[src/rtl/multicycle_alu_pkg.sv]
// Shared types for the multicycle ALU: funct codes, FSM states
// and the shift-op classifier used by the top-level datapath.
package multicycle_alu_pkg;

    localparam int unsigned NUM_FUNCT = 16;

    typedef enum logic [1:0] {
        ST_IDLE,
        ST_SHIFT,
        ST_DONE
    } state_e;

    typedef enum logic [3:0] {
        F_ADD  = 4'd0,
        F_SUB  = 4'd1,
        F_AND  = 4'd2,
        F_OR   = 4'd3,
        F_XOR  = 4'd4,
        F_SLT  = 4'd5,
        F_SLTU = 4'd6,
        F_SLL  = 4'd7,
        F_SRL  = 4'd8,
        F_SRA  = 4'd9,
        F_EQ   = 4'd10,
        F_NE   = 4'd11,
        F_LT   = 4'd12,
        F_GE   = 4'd13,
        F_LTU  = 4'd14,
        F_GEU  = 4'd15
    } funct_e;

    function automatic logic is_shift_op(funct_e f);
        return (f == F_SLL) || (f == F_SRL) || (f == F_SRA);
    endfunction

endpackage

[src/rtl/multicycle_alu_magcmp.sv]
// Magnitude comparator: equality plus signed and unsigned less-than.
// Ports: a_i, b_i operands; eq_o, lt_s_o, lt_u_o comparison flags.
module multicycle_alu_magcmp #(
    parameter int unsigned DATA_WIDTH = 32
) (
    input  logic [DATA_WIDTH-1:0] a_i,
    input  logic [DATA_WIDTH-1:0] b_i,
    output logic                  eq_o,
    output logic                  lt_s_o,
    output logic                  lt_u_o
);

    assign eq_o   = (a_i == b_i);
    assign lt_u_o = (a_i < b_i);
    assign lt_s_o = ($signed(a_i) < $signed(b_i));

endmodule

[src/rtl/multicycle_alu.sv]
// Handshaked execute-stage ALU; single-cycle ops, iterative shifts.
// Ports: in_valid/in_ready/funct/alu_din1/alu_din2 request side;
//        out_valid/out_ready/alu_dout/alu_comp/out_illegal result side.
module multicycle_alu
    import multicycle_alu_pkg::*;
#(
    parameter int unsigned DATA_WIDTH  = 32,
    parameter int unsigned FUNCT_WIDTH = 5,
    parameter int unsigned SHIFT_STEP  = 1
) (
    input  logic                   clk,
    input  logic                   rst,
    input  logic                   in_valid,
    output logic                   in_ready,
    input  logic [FUNCT_WIDTH-1:0] funct,
    input  logic [DATA_WIDTH-1:0]  alu_din1,
    input  logic [DATA_WIDTH-1:0]  alu_din2,
    output logic                   out_valid,
    input  logic                   out_ready,
    output logic [DATA_WIDTH-1:0]  alu_dout,
    output logic                   alu_comp,
    output logic                   out_illegal
);

    localparam int unsigned SW = $clog2(DATA_WIDTH);
    // One extra bit so a step equal to DATA_WIDTH still fits.
    localparam logic [SW:0] STEP_L = SHIFT_STEP[SW:0];

    typedef logic [DATA_WIDTH-1:0] word_t;

    state_e      state_q, state_d;
    word_t       res_q, res_d;
    logic        comp_q, comp_d;
    logic        ill_q, ill_d;
    logic [SW:0] rem_q, rem_d;
    funct_e      op_q, op_d;

    logic        legal;
    funct_e      op_f;
    logic [SW:0] shamt;
    logic        eq, lt_s, lt_u;
    word_t       alu_res;
    logic        alu_cmp;

    state_e      l_state;
    word_t       l_res;
    logic        l_comp, l_ill;
    logic [SW:0] l_rem;

    logic [SW:0] step;
    word_t       shifted;

    assign legal = ((funct >> 4) == '0);
    assign op_f  = funct_e'(funct[3:0]);
    assign shamt = {1'b0, alu_din2[SW-1:0]};

    multicycle_alu_magcmp #(
        .DATA_WIDTH(DATA_WIDTH)
    ) u_cmp (
        .a_i    (alu_din1),
        .b_i    (alu_din2),
        .eq_o   (eq),
        .lt_s_o (lt_s),
        .lt_u_o (lt_u)
    );

    // Shift ops land here only with shamt == 0, so they pass din1 through.
    always_comb begin
        alu_res = '0;
        alu_cmp = 1'b0;
        unique case (op_f)
            F_ADD:  alu_res = alu_din1 + alu_din2;
            F_SUB:  alu_res = alu_din1 - alu_din2;
            F_AND:  alu_res = alu_din1 & alu_din2;
            F_OR:   alu_res = alu_din1 | alu_din2;
            F_XOR:  alu_res = alu_din1 ^ alu_din2;
            F_SLT:  alu_res = word_t'(lt_s);
            F_SLTU: alu_res = word_t'(lt_u);
            F_SLL,
            F_SRL,
            F_SRA:  alu_res = alu_din1;
            F_EQ:   alu_cmp = eq;
            F_NE:   alu_cmp = ~eq;
            F_LT:   alu_cmp = lt_s;
            F_GE:   alu_cmp = ~lt_s;
            F_LTU:  alu_cmp = lt_u;
            F_GEU:  alu_cmp = ~lt_u;
        endcase
    end

    // What the unit loads when it accepts a new op.
    always_comb begin
        l_state = ST_DONE;
        l_res   = alu_res;
        l_comp  = alu_cmp;
        l_ill   = 1'b0;
        l_rem   = '0;
        if (!legal) begin
            l_res  = '0;
            l_comp = 1'b0;
            l_ill  = 1'b1;
        end else if (is_shift_op(op_f) && (shamt != '0)) begin
            l_state = ST_SHIFT;
            l_res   = alu_din1;
            l_comp  = 1'b0;
            l_rem   = shamt;
        end
    end

    assign step = (rem_q < STEP_L) ? rem_q : STEP_L;

    always_comb begin
        shifted = res_q;
        unique case (op_q)
            F_SLL:   shifted = res_q << step;
            F_SRL:   shifted = res_q >> step;
            F_SRA:   shifted = word_t'($signed(res_q) >>> step);
            default: shifted = res_q;
        endcase
    end

    always_comb begin
        state_d = state_q;
        res_d   = res_q;
        comp_d  = comp_q;
        ill_d   = ill_q;
        rem_d   = rem_q;
        op_d    = op_q;
        unique case (state_q)
            ST_IDLE: begin
                if (in_valid) begin
                    state_d = l_state;
                    res_d   = l_res;
                    comp_d  = l_comp;
                    ill_d   = l_ill;
                    rem_d   = l_rem;
                    op_d    = op_f;
                end
            end
            ST_SHIFT: begin
                res_d = shifted;
                rem_d = rem_q - step;
                if (rem_d == '0) begin
                    state_d = ST_DONE;
                end
            end
            ST_DONE: begin
                if (out_ready) begin
                    if (in_valid) begin
                        state_d = l_state;
                        res_d   = l_res;
                        comp_d  = l_comp;
                        ill_d   = l_ill;
                        rem_d   = l_rem;
                        op_d    = op_f;
                    end else begin
                        state_d = ST_IDLE;
                    end
                end
            end
            default: state_d = ST_IDLE;
        endcase
    end

    always_ff @(posedge clk or negedge rst) begin
        if (!rst) begin
            state_q <= ST_IDLE;
            res_q   <= '0;
            comp_q  <= 1'b0;
            ill_q   <= 1'b0;
            rem_q   <= '0;
            op_q    <= F_ADD;
        end else begin
            state_q <= state_d;
            res_q   <= res_d;
            comp_q  <= comp_d;
            ill_q   <= ill_d;
            rem_q   <= rem_d;
            op_q    <= op_d;
        end
    end

    assign in_ready    = (state_q == ST_IDLE) ||
                         ((state_q == ST_DONE) && out_ready);
    assign out_valid   = (state_q == ST_DONE);
    assign alu_dout    = res_q;
    assign alu_comp    = comp_q;
    assign out_illegal = ill_q;

endmodule

[config.mk]
export PLATFORM = sky130hd
export DESIGN_NAME = multicycle_alu
export DESIGN_NICKNAME = d
export VERILOG_FILES = /design/src/rtl/multicycle_alu_pkg.sv /design/src/rtl/multicycle_alu_magcmp.sv /design/src/rtl/multicycle_alu.sv
export SDC_FILE = /design/constraint.sdc
export NUM_CORES = 1
export LEC_CHECK = 0
export ABC_AREA = 1
export CORE_MARGIN = 8
export CORE_UTILIZATION = 35
export CTS_BUF_LIST = sky130_fd_sc_hd__clkbuf_8
export CTS_CLUSTER_SIZE = 40
export DETAILED_ROUTE_END_ITERATION = 10
export GPL_ROUTABILITY_DRIVEN = 1
export SYNTH_ARGS = -nofsm -noshare
export SYNTH_HDL_FRONTEND = slang
export SYNTH_HIERARCHICAL = 1
export SYNTH_SLANG_ARGS = --single-unit
[constraint.sdc]
create_clock -name clk -period 3.89 [get_ports clk]
set_input_delay 0.389 -clock clk [delete_from_list [all_inputs] [get_ports clk]]
set_output_delay 0.389 -clock clk [all_outputs]
set_load 0.1 [all_outputs]
==> results.cfg <==
[clock_tree]
cts_max_level = 2
cts-root-buf = clkbuf_8
cts_tree = yes
worstSkewPairLatency_ns = 0.31
cts_buffers = 5
cts_buffer_depth = 2
hold_buffers = 0
cts_setup_buffers = 0
cts_sinks = 46
clk_pin_slew_worst_paths_ns = 0.09

[power_and_ir_drop]
p_leak_nw = 5.64
power_density_mw_per_mm2 = 454
irDropWorstVdd_uv = 603
total_power_mw = 4.99

[critical_path]
required_ns = 4.13
crit_fanout = 5
crit_path_start_kind = input pin
worst_setup_path_end_kind = register
rr_worst_depth = 13
timing_worst_setup_path_type = in2reg
reg2reg_from = rem_q[3]
crit_arrival_ns = 3.88
rr_endpoint = state_q[1]
rrSetupSlack_ns = 1.39

[status]
status = finished clean

[yosys]
synth-simple-area-share_pct = 31.6
yosysWarnings = 6
synth_compound_gate_area_share_pct = 21.7
syn_nets = 1703
synth_fa_ha_area_share_pct = 18.0
postSynthAreaPerCell_um2 = 6.10
yosysTopAreaCell = ha_1
synth_mux_area_share_pct = 0
syn_inst = 1499
ys_seq_area_share_pct = 12.6
synthDistinctLibCells = 53
synthFlopType = dfrtp_1
ys_async_sr_fraction_pct = 100
synth-seq-cells = 46
synth_top_family_by_area = simple AND/OR/NAND/NOR gates
synth-edff-count = 0
netlist_area_mm2 = 0.00914
synth-xor-area-share_pct = 3.16
synth_top_area_share_pct = 17.8
synth.area.top_cells = ha_1, nand2_1, dfrtp_1

[timing]
tightest_slew_ns = 1.02
timing.final.crit_share_pct = 93.5
final_max_slew_viol_count = 0
skew_ns = 0.00374
relSlewSlack_pct = 31.5
hold_violations = 0
rsz0062_at_grt = false
setup_viol = 0
fin_crit_ns = 3.64
max_freq_mhz = 275
timing.hold.ws_ns = 0.165

[route]
routedWlPerCell_um = 16.6
final_antenna_net_count = 0
drt_wl_total_mm = 32.5
avgViaCountPerCell = 5.15
first_pass_iters = 5
drcViolationCount = 0
drtIter0Drc = 893
vias = 10100

[global_route]
grt_max_degree = 51
grt_use_total_pct = 20.4
gr-total-overflow = 0
grt_pass1_vias = 9559
grt_pass1_wl_mm = 51.9
antenna_found_initial = 0

[cells_and_area]
area_delta_synth_final_pct = 20.2
drive_above_1_share_pct = 10.1
utilization_pct = 42.5
insertedDiodeCount = 0
fin_nets = 1833

[placement]
dp_hpwl_mm = 26.6
routabilityCongestion = 0.957
port_buffers = 108

[die]
dieHeight_um = 178
std_cell_rows = 59
ios = 109
die_x_um = 178
dieArea_mm2 = 0.0315
core_area_mm2 = 0.0258
initial_core_util_pct = 35.4

[worst_hold_path]
hp-class = in2async

[run]
drv_cap = 0
## per-stage QoR
step	cells	worst slack (ns)	area (um2)	TNS, ns
4_1_cts	1964	0.168	10900	0
5_1_grt	1964	0.0201	11000	0
3_5_place_dp	1957	-0.147	10900	-0.314
2_1_floorplan	1499	0.938	9140	0
3_3_place_gp	1957	-0.125	10900	-0.228
6_report	1964	0.251	11000	0
## worst max-delay path by stage
stage / from / cells after the start / to
floorplan: alu_din2[1] / 23 / alu_dout[31]
global placement: alu_din2[1] / 20 / alu_dout[24]
detailed placement: alu_din2[1] / 20 / alu_dout[24]
CTS: alu_din2[1] / 20 / alu_dout[24]
global route: alu_din2[1] / 21 / alu_dout[24]
finish: alu_din2[15] / 21 / alu_dout[28]
## state kept, by name, indices dropped and copies added, names as in the netlist
signal / cells
out_illegal: 1
alu_dout: 32
alu_comp: 1
rem_q: 6
op_q: 4
state_q: 2
## timing repair
| item | CTS | global route |
|---|---|---|
| gates resized for setup | 0 | 15 |
| hold endpoints to repair | 0 | 0 |
| setup endpoints to repair | 0 | 8 |
## cell usage after synthesis (2+ instances only)
| cell | number |
|---|---|
| a211oi_1 | 7 |
| a21o_1 | 3 |
| a21oi_1 | 73 |
| a21oi_2 | 29 |
| a221oi_1 | 23 |
| a221oi_2 | 5 |
| a22oi_1 | 6 |
| a31oi_1 | 14 |
| buf_1 | 2 |
| buf_2 | 23 |
| clkbuf_1 | 16 |
| dfrtp_1 | 46 |
| ha_1 | 130 |
| inv_1 | 243 |
| inv_2 | 14 |
| nand2_1 | 394 |
| nand2_2 | 6 |
| nand2_4 | 3 |
| nand3_1 | 68 |
| nand3b_1 | 12 |
| nand4_1 | 13 |
| nor2_1 | 144 |
| nor2_2 | 3 |
| nor2_4 | 5 |
| nor3_1 | 13 |
| nor4_1 | 3 |
| o2111ai_1 | 3 |
| o211ai_1 | 18 |
| o21a_1 | 4 |
| o21ai_0 | 98 |
| o21ai_1 | 10 |
| o21bai_1 | 4 |
| o221ai_1 | 3 |
| o221ai_2 | 2 |
| or2_2 | 10 |
| xnor2_1 | 3 |
| xor2_1 | 30 |
## layout by cell type, fill, tap and decap left out, types with 4 or more instances in the layout
cell type | synthesis | final
inv_1 | 243 | 242
a22oi_1 | 6 | 6
xor2_1 | 30 | 30
a221oi_2 | 5 | 5
inv_2 | 14 | 15
o21ai_1 | 10 | 10
nand3_1 | 68 | 67
a21oi_1 | 73 | 73
o21bai_1 | 4 | 4
nor2_1 | 144 | 140
nor2_4 | 5 | 5
a31oi_1 | 14 | 14
nand4_1 | 13 | 13
a221oi_1 | 23 | 23
buf_4 | 0 | 59
or2_2 | 10 | 10
clkbuf_8 | 0 | 5
nor3_1 | 13 | 11
o211ai_1 | 18 | 18
nand2_2 | 6 | 9
dfrtp_1 | 46 | 46
ha_1 | 130 | 128
a211oi_1 | 7 | 7
o21a_1 | 4 | 4
nor2_2 | 3 | 7
clkdlybuf4s50_1 | 0 | 106
nand3b_1 | 12 | 12
nand2_1 | 394 | 391
o21ai_0 | 98 | 97
a21oi_2 | 29 | 29
## worst max-delay path, cell delays in order
cell             delay (ns)
clkdlybuf4s50_1        0.57
inv_1                  0.15
nand2_1                0.10
nor3_1                 0.21
inv_1                  0.11
nor2_1                 0.15
nand4_1                0.16
xor2_1                 0.19
nand2_1                0.05
o21ai_0                0.11
ha_1                   0.38
nand2_1                0.12
nor2_1                 0.17
nand2_1                0.12
nor3_1                 0.14
nand2_1                0.13
nand3b_1               0.11
nand3_1                0.13
nand2_1                0.13
nand2_1                0.09
a21oi_2                0.15
## layer usage
layer	vias to the layer above	global-route usage [%]	wire (um)
met4	0	4.69	567
met5	-	0	0
met3	32	2.43	1970
li1	5150	-	-
met1	4651	29.3	15800
met2	287	32.0	14200
## report_power, final
group	switching (mW)	leakage [nW]	total, mW	internal, mW
combinational	2.75	5.03	3.78	1.03
clock	0.177	0.0438	0.298	0.121
sequential	0.236	0.566	0.914	0.678
total	3.16	5.64	4.99	1.83
## area by class of cell
class / instances / area [um2]
Tap cell: 335 / 419
Clock inverter: 2 / 10.0
Multi-Input combinational cell: 1152 / 6860
Inverter: 258 / 971
Fill cell: 2788 / 14900
Timing Repair Buffer: 166 / 1510
Sequential cell: 46 / 1150
Clock buffer: 5 / 68.8
## cells by family after synthesis
family | count (synthesis)
fa+ha+maj | 131
compound gates | 308
xor+xnor | 33
simple gates | 680
flops | 46
buf+inv | 301
Power figures use the tool's default switching activity.
